## config.mk

```make
export PLATFORM = sky130hd
export DESIGN_NAME = phase_controller
export DESIGN_NICKNAME = d
export VERILOG_FILES = /design/src/rtl/phase_controller.sv
export SDC_FILE = /design/constraint.sdc
export NUM_CORES = 1
export LEC_CHECK = 0
export ABC_AREA = 1
export CAP_MARGIN = 40
export CELL_PAD_IN_SITES_DETAIL_PLACEMENT = 0
export CELL_PAD_IN_SITES_GLOBAL_PLACEMENT = 2
export CORE_MARGIN = 1
export CORE_UTILIZATION = 30
export DETAILED_ROUTE_END_ITERATION = 12
export PLACE_DENSITY = 0.89
export SLEW_MARGIN = 20
export SYNTH_ARGS = -nofsm -noshare
export SYNTH_HDL_FRONTEND = slang
export SYNTH_SLANG_ARGS = --single-unit
```

## constraint.sdc

```tcl
create_clock -name clock -period 3.6 [get_ports clock]
set_clock_uncertainty 0.1 [all_clocks]
set_input_delay 0.72 -clock clock [delete_from_list [all_inputs] [get_ports clock]]
set_output_delay 0.72 -clock clock [all_outputs]
set_load 0.02 [all_outputs]
```

## src/rtl/phase_controller.sv

```systemverilog
`default_nettype none
// ============================================================================
// phase_controller : one-hot P1..P5 phase sequencer with run/stop/step/halt
// Revision 1.0
// ============================================================================
module phase_controller #(
  parameter int COUNT_W = 16
) (
  input  logic               clock,
  input  logic               reset,
  input  logic               start,
  input  logic               stop,
  input  logic               step,
  input  logic               mem_ready,
  input  logic               halt_inst,
  output logic               p1,
  output logic               p2,
  output logic               p3,
  output logic               p4,
  output logic               p5,
  output logic               running,
  output logic               halted,
  output logic [COUNT_W-1:0] inst_count
);

  typedef enum logic [2:0] {
    IDLE   = 3'd0,
    P1     = 3'd1,
    P2     = 3'd2,
    P3     = 3'd3,
    P4     = 3'd4,
    P5     = 3'd5,
    HALTED = 3'd6
  } state_t;

  localparam logic [COUNT_W-1:0] ONE = {{(COUNT_W-1){1'b0}}, 1'b1};

  state_t state;
  state_t next_state;
  logic   stop_pending;

  always_comb begin
    next_state = state;
    case (state)
      IDLE:   if (start) next_state = P1;
      P1:     next_state = P2;
      P2:     if (mem_ready) next_state = P3;
      P3:     next_state = P4;
      P4:     next_state = P5;
      // Instruction boundary: halt beats stop, stop beats single-step.
      P5: begin
        if (halt_inst)                  next_state = HALTED;
        else if (stop || stop_pending)  next_state = IDLE;
        else if (step)                  next_state = IDLE;
        else                            next_state = P1;
      end
      HALTED: if (start) next_state = P1;
      default: next_state = IDLE;
    endcase
  end

  // Outputs are registered from next_state so they track the state register exactly.
  always_ff @(posedge clock or negedge reset) begin
    if (!reset) begin
      state        <= IDLE;
      stop_pending <= 1'b0;
      inst_count   <= '0;
      p1           <= 1'b0;
      p2           <= 1'b0;
      p3           <= 1'b0;
      p4           <= 1'b0;
      p5           <= 1'b0;
      running      <= 1'b0;
      halted       <= 1'b0;
    end else begin
      state   <= next_state;
      p1      <= (next_state == P1);
      p2      <= (next_state == P2);
      p3      <= (next_state == P3);
      p4      <= (next_state == P4);
      p5      <= (next_state == P5);
      running <= (next_state inside {P1, P2, P3, P4, P5});
      halted  <= (next_state == HALTED);
      if (state == P5) begin
        inst_count   <= inst_count + ONE;
        stop_pending <= 1'b0;
      end else if (stop && (state inside {P1, P2, P3, P4})) begin
        stop_pending <= 1'b1;
      end
    end
  end

endmodule
`default_nettype wire

```

==> flow_summary_export.csv, run 1 <==
group,metric,value,unit
floorplan,core_area,4440,µm²
sta,setup_repair_after_global_routing_missed_its_margin,"no",
clock_network,tritoncts,"built",
synth,largest_cells_by_area_after_synthesis,"dfrtp_1 (48%), nand2_1 (15%), nor2_1 (7.2%)",
critical_path,cp.required,2.78,ns
grt,antenna_found_initial,0,
final_layout,final_cell_mix,"nand2_1 (58), clkdlybuf4s50_1 (29), nor2_1 (27), dfrtp_1 (27), inv_1 (25)",
detailed_routing,ant_nets,0,
outcome,status,"finished, violations left",
final_layout,antenna-diode-count,0,
synth,post_synth_instance_area,1410,µm²
outcome,violated_checks,"DRC",
final_layout,flow.area_growth_from_synthesis,27.9,%
critical_path,critical_path_arrival,1.46,ns
critical_path,worstPathCellList,"clkdlybuf4s50_1",
power,power.density,542,nW/µm²
place,io_buffer_count,29,
clock_network,clock-root-buffer,"clkbuf_8",
synth,yosys_register_bits,27,
synth,netlist_instances,181,
sta,fmax,439,MHz
sta,final_hold_viol_count,0,
sta,finalCritPeriodShare,63.2,%
clock_network,post_cts_hold_buffer_count,0,
synth,synth-seq-area-share,47.9,%
sta,slew-limit-headroom,75.3,%
grt,grt_first_pass_wirelength,5320,µm
detailed_routing,wl,2950,µm
clock_network,cts_setup_buffers,0,
synth,netlist.top_cell.by_area,"dfrtp_1",
clock_network,ctsResizeCount,0,
critical_path,worstSetupStartpointType,"register",
critical_path,cp_startpoint,"inst_count[3]",
run,timing.max_cap.violations,0,
hold_path,min_from,"inst_count[5]",
grt,globalRouteOverflowTotal,0,
critical_path,critPathMaxStageDelay,0.66,ns
clock_network,clk_path_buf_depth,2,
clock_network,cts.sink_count,27,
grt,grt_pass1_vias,1216,
clock_network,cts.htree.levels,1,
hold_path,hp-class,"reg -> reg",
sta,fin_crit,2.28,ns
sta,worstMarginPinSlew,0.370,ns
critical_path,critical_path.max_fanout,7,
detailed_routing,dr_total_vias,1185,
place,gp_routability_congestion,0.826,
detailed_routing,drtPass1Iterations,8,
detailed_routing,wl_per_cell,11.1,µm
clock_network,clkTransAtPathRegs,0.10,ns
power,worst_ir_drop_vdd,0.290,mV
critical_path,timing.setup.critical_path_class,"reg -> out",
detailed_routing,drc,2,
detailed_routing,detail_route.vias_per_cell,4.47,
synth,post_synth_num_cell_types,25,
sta,final_max_slew_viol_count,0,
final_layout,finish.net_count,222,
sta,totalNegativeSetupSlack,0,ns
critical_path,critical_path.n_buffers_inverters,1,
synth,synth_top_area_share,47.9,%
grt,grt_start_max_net_pins,28,
critical_path,worstSetupEndpointType,"primary output",
floorplan,chipWidth,70.6,µm
detailed_routing,first_iter_violations,51,
sta,timing.final.setup_violations,0,
place,post-dp-hpwl,2290,µm
final_layout,post_route_cells_drive_above_1_share,6.57,%
floorplan,core.rowCount,24,
grt,grt.total_usage,13.4,%
clock_network,clock_insertion_delay_worst_skew,0.28,ns
power,leakage,0.912,nW
clock_network,cts_made_buffers,3,
synth,ys_warns,0,
final_layout,layout_commonest_cell,"nand2_1",
final_layout,finalCoreUtilization,40.6,%
floorplan,start_util,31.8,%
floorplan,floorplan.io_pins,30,
synth,postSynthAreaPerCell,7.80,µm²
critical_path,timing.critical_path.max_delay_family,"buffers and inverters",
floorplan,chipHeight,70.6,µm
floorplan,die-area,4980,µm²
critical_path,cell_with_the_biggest_individual_delay_on_the_critical_path,"clkdlybuf4s50_1",
synth,syn_nets,189,
critical_path,r2r_start,"state[1]",
[per-stage QoR]
| stage | setup WS, ns | hold WS [ns] | instance area (µm²) | cells | total power (W) |
|---|---|---|---|---|---|
| final | 1.32 | 0.440 | 1810 | 265 | 0.000979 |
| after global routing | 1.25 | 0.459 | 1810 | 265 | 0.00105 |
| after CTS | 1.31 | 0.445 | 1810 | 265 | 0.000998 |
| after detailed placement | 1.60 | 0.420 | 1760 | 261 | 0.000811 |
| after global placement | 1.62 | 0.424 | 1760 | 261 | 0.000813 |
| after floorplan | 2.12 | 0.324 | 1410 | 181 | 0.000665 |
[worst paths after layout]
check	endpoint	slack (ns)	depth (start not counted)
worst max-delay path	inst_count[3]	1.32	1
worst min-delay path	inst_count[5]	0.44	1
worst max register to register	running	1.78	7
worst min register to register	inst_count[5]	0.44	1
max in group asynchronous	inst_count[13]	2.43	2
min in group asynchronous	inst_count[3]	0.71	2
[cell families (layout without fill, tap and decap cells)]
group / count (synthesis) / after routing / synth area share, %
and+or+nand+nor: 108 / 108 / 34.6
buffers and inverters: 28 / 60 / 8.33
DFF: 27 / 27 / 47.9
AOI/OAI and AO/OA: 9 / 9 / 3.37
xor gates and xnor gates: 8 / 8 / 4.96
adders and majority gates: 1 / 1 / 0.886
[synth_stat cells]
library cell  instances
nand2_4               1
xnor2_1               5
nand2_2               2
dfrtp_1              27
nand3b_1              1
nand3_1               8
inv_1                25
nand3_2               1
nor2_8                1
buf_4                 1
nor3_4                1
nor2_4                1
o21ai_0               3
nor2_2                1
nand4_1               3
a21oi_1               3
nand2_1              58
xor2_1                3
buf_6                 1
o31ai_1               1
clkinv_2              1
ha_1                  1
o21ai_1               2
nor3_1                3
nor2_1               27
[sequential cells by signal, summed over array words and instances (netlist names)]
name	flops
p4	1
inst_count	16
state	3
p1	1
halted	1
p3	1
stop_pending	1
p5	1
running	1
p2	1
[power breakdown]
| part | total (W) | switching, W | internal (W) |
|---|---|---|---|
| logic | 0.000354 | 0.000209 | 0.000146 |
| registers | 0.000438 | 0.0000701 | 0.000368 |
| clock network | 0.000187 | 0.000105 | 0.0000815 |
| total | 0.000979 | 0.000384 | 0.000595 |
[layout make-up]
| class | count | area (µm²) |
|---|---|---|
| Fill cell | 479 | 2640 |
| Sequential cell | 27 | 676 |
| Multi-Input combinational cell | 126 | 618 |
| Timing Repair Buffer | 30 | 298 |
| Inverter | 26 | 98.8 |
| Tap cell | 52 | 65.1 |
| Clock buffer | 3 | 41.3 |
| Clock inverter | 1 | 8.76 |
[per-layer routing]
| metal | vias up | global-route usage [%] | part of all wire (%) |
|---|---|---|---|
| met5 | - | 0 | 0 |
| met4 | 0 | 2.67 | 0.27 |
| met3 | 2 | 3.13 | 3.9 |
| met2 | 24 | 24.6 | 51 |
| met1 | 541 | 16.1 | 44 |
| li1 | 618 | - | - |
[worst register-to-register path, cell delays in order, from the launching register on]
cell,delay [ns]
dfrtp_1,0.49
clkinv_2,0.10
nand3_2,0.30
inv_1,0.34
nand3_1,0.18
nand3_1,0.14
nor2_1,0.05
nor2_1,0.07
No activity file was read; power rests on OpenSTA's default activity.
==> run 2, diff against run 1 <==
--- a/config.mk
+++ b/config.mk
@@ -10,9 +10,9 @@
 export CELL_PAD_IN_SITES_DETAIL_PLACEMENT = 0
 export CELL_PAD_IN_SITES_GLOBAL_PLACEMENT = 2
 export CORE_MARGIN = 1
-export CORE_UTILIZATION = 30
+export CORE_UTILIZATION = 28
 export DETAILED_ROUTE_END_ITERATION = 12
-export PLACE_DENSITY = 0.89
+export PLACE_DENSITY = 0.84
 export SLEW_MARGIN = 20
 export SYNTH_ARGS = -nofsm -noshare
 export SYNTH_HDL_FRONTEND = slang
==> constraint.sdc (replaced) <==
create_clock -name clock -period 2.1 [get_ports clock]
set_clock_uncertainty 0.1 [all_clocks]
set_input_delay 0.42 -clock clock [delete_from_list [all_inputs] [get_ports clock]]
set_output_delay 0.42 -clock clock [all_outputs]
set_load 0.02 [all_outputs]
==> flow_summary_export.csv, run 2 (synthesis results as in run 1) <==
group,metric,value,unit
detailed_routing,drtPass1Iterations,4,
sta,totalNegativeSetupSlack,0,ns
clock_network,cts.sink_count,27,
detailed_routing,detail_route.vias_per_cell,4.27,
sta,finalCritPeriodShare,95.2,%
clock_network,cts_setup_buffers,0,
clock_network,clk_path_buf_depth,2,
power,pwr-share-comb,37.1,%
floorplan,core_area,4790,µm²
sta,setup_repair_after_global_routing_missed_its_margin,"no",
critical_path,r2r_start,"state[1]",
clock_network,cts_made_buffers,3,
final_layout,antenna-diode-count,0,
sta,timing.hold.ws,0.412,ns
critical_path,path_depth,1,
place,post-dp-hpwl,2310,µm
sta,fin_crit,2.00,ns
run,timing.max_cap.violations,0,
sta,slew-limit-headroom,76.4,%
final_layout,finish.net_count,223,
final_layout,postLayoutCellArea,1830,µm²
critical_path,worstPathCellList,"clkdlybuf4s50_1",
grt,grt.total_usage,12.9,%
critical_path,r2r_slack,0.50,ns
floorplan,die-area,5330,µm²
power,share_seq_of_total_power,44.4,%
power,power.density,916,nW/µm²
floorplan,start_util,29.5,%
hold_path,hp-class,"in -> async",
power,clock_power_share,18.5,%
detailed_routing,wl_per_cell,10.8,µm
critical_path,worstSetupStartpointType,"register",
detailed_routing,drc,0,
place,gp_routability_congestion,0.795,
grt,antenna_found_initial,0,
final_layout,finalCoreUtilization,38.2,%
critical_path,cp_startpoint,"inst_count[3]",
critical_path,timing.setup.critical_path_class,"reg -> out",
detailed_routing,first_iter_violations,36,
critical_path,critical_path.n_buffers_inverters,1,
grt,grt_pass1_vias,1163,
final_layout,final_cell_mix,"nand2_1 (58), clkdlybuf4s50_1 (29), nor2_1 (27), dfrtp_1 (27), inv_1 (25)",
floorplan,chipHeight,73.0,µm
critical_path,ff2ff_path_depth,7,
critical_path,critical_path.max_fanout,7,
clock_network,tritoncts,"built",
final_layout,top_register,"inst_count",
power,power_switching_share,39.2,%
clock_network,cts.htree.levels,1,
sta,worstMarginPinSlew,0.354,ns
clock_network,ctsResizeCount,0,
critical_path,crit-reg2reg-capture,"inst_count[10]",
floorplan,chipWidth,73.0,µm
grt,grt_first_pass_wirelength,5180,µm
clock_network,post_cts_hold_buffer_count,0,
final_layout,num-fill-cells,526,
final_layout,flow.area_growth_from_synthesis,29.7,%
final_layout,reg.largest.list,"inst_count: 16 flops, state: 3 flops",
power,worst_ir_drop_vdd,0.582,mV
sta,timing.final.setup_violations,0,
sta,final_max_slew_viol_count,0,
critical_path,cell_with_the_biggest_individual_delay_on_the_critical_path,"clkdlybuf4s50_1",
sta,fmax,500,MHz
detailed_routing,dr_total_vias,1200,
grt,globalRouteOverflowTotal,0,
detailed_routing,ant_nets,0,
sta,final_hold_viol_count,0,
critical_path,timing.critical_path.max_delay_family,"buffers and inverters",
clock_network,clock_insertion_delay_worst_skew,0.28,ns
floorplan,core.rowCount,25,
critical_path,crit_path_end,"inst_count[3]",
power,leakage,0.912,nW
critical_path,critPathMaxStageDelay,0.67,ns
clock_network,clock-root-buffer,"clkbuf_8",
detailed_routing,wl,3040,µm
place,placed_cell_area,1780,µm²
floorplan,floorplan.io_pins,30,
clock_network,clkTransAtPathRegs,0.10,ns
final_layout,layout_commonest_cell,"nand2_1",
final_layout,largest_reg_flops,16,
critical_path,critical_path_arrival,1.48,ns
power,p_int,0.00102,W
final_layout,post_route_cells_drive_above_1_share,7.01,%
grt,grt_start_max_net_pins,28,
critical_path,cp.required,1.58,ns
critical_path,worstSetupEndpointType,"primary output",
outcome,status,"completed",
place,io_buffer_count,29,
power,switching_power,0.000657,W
## run 2: cell count changes in the layout (fill, tap and decap cells not counted)
cell        before  now
buf_4            1    2
clkinvlp_4       0    1
inv_6            1    0
## run 2: final cells by class
cell class	count	area [µm²]	area share [%]
sequential	27	676	36.9
multi-input combinational	126	618	33.8
timing repair buffer	31	305	16.7
inverter	26	98.8	5.40
tap	67	83.8	4.58
clock buffer	3	41.3	2.26
clock inverter	1	7.51	0.410
## run 2: how the worst min path moves through the flow
stage / from / endpoint / slack (ns) / depth (start not counted)
finish: reset / inst_count[12] / 0.41 / 2
global route: reset / inst_count[1] / 0.44 / 2
CTS: reset / p4 / 0.43 / 2
detailed placement: inst_count[5] / inst_count[5] / 0.42 / 1
global placement: inst_count[5] / inst_count[5] / 0.43 / 1
floorplan: reset / halted / 0.02 / 0
## run 2: routing by layer
metal	up-vias	share of wire (%)	global-route usage (%)
met2	24	48	22.9
met5	-	0	0
met4	0	2.0	5.23
met1	550	46	14.7
li1	619	-	-
met3	7	3.7	3.31
## run 2: worst reg2reg max path: cells and delay by family, from the launching register on
kind,cells,cell delay (ns)
simple gates,4,0.48
flops,1,0.48
buf+inv,2,0.31
compound gates,1,0.13
## run 2: power by group through the flow
stage	clock network (W)	logic [W]	registers, W
after global placement	0	0.000636	0.000757
after detailed placement	0	0.000629	0.000754
after floorplan	0	0.000331	0.000809
after CTS	0.000329	0.000632	0.000747
after global routing	0.000350	0.000699	0.000760
final	0.000310	0.000621	0.000745
## run 2: per-stage QoR
| step | power [W] | setup slack [ns] | cells |
|---|---|---|---|
| 5_1_grt | 0.00181 | 0.0569 | 281 |
| 4_1_cts | 0.00171 | 0.0997 | 281 |
| 2_1_floorplan | 0.00114 | 0.615 | 181 |
| 3_5_place_dp | 0.00138 | 0.394 | 277 |
| 6_report | 0.00168 | 0.101 | 281 |
| 3_3_place_gp | 0.00139 | 0.425 | 277 |
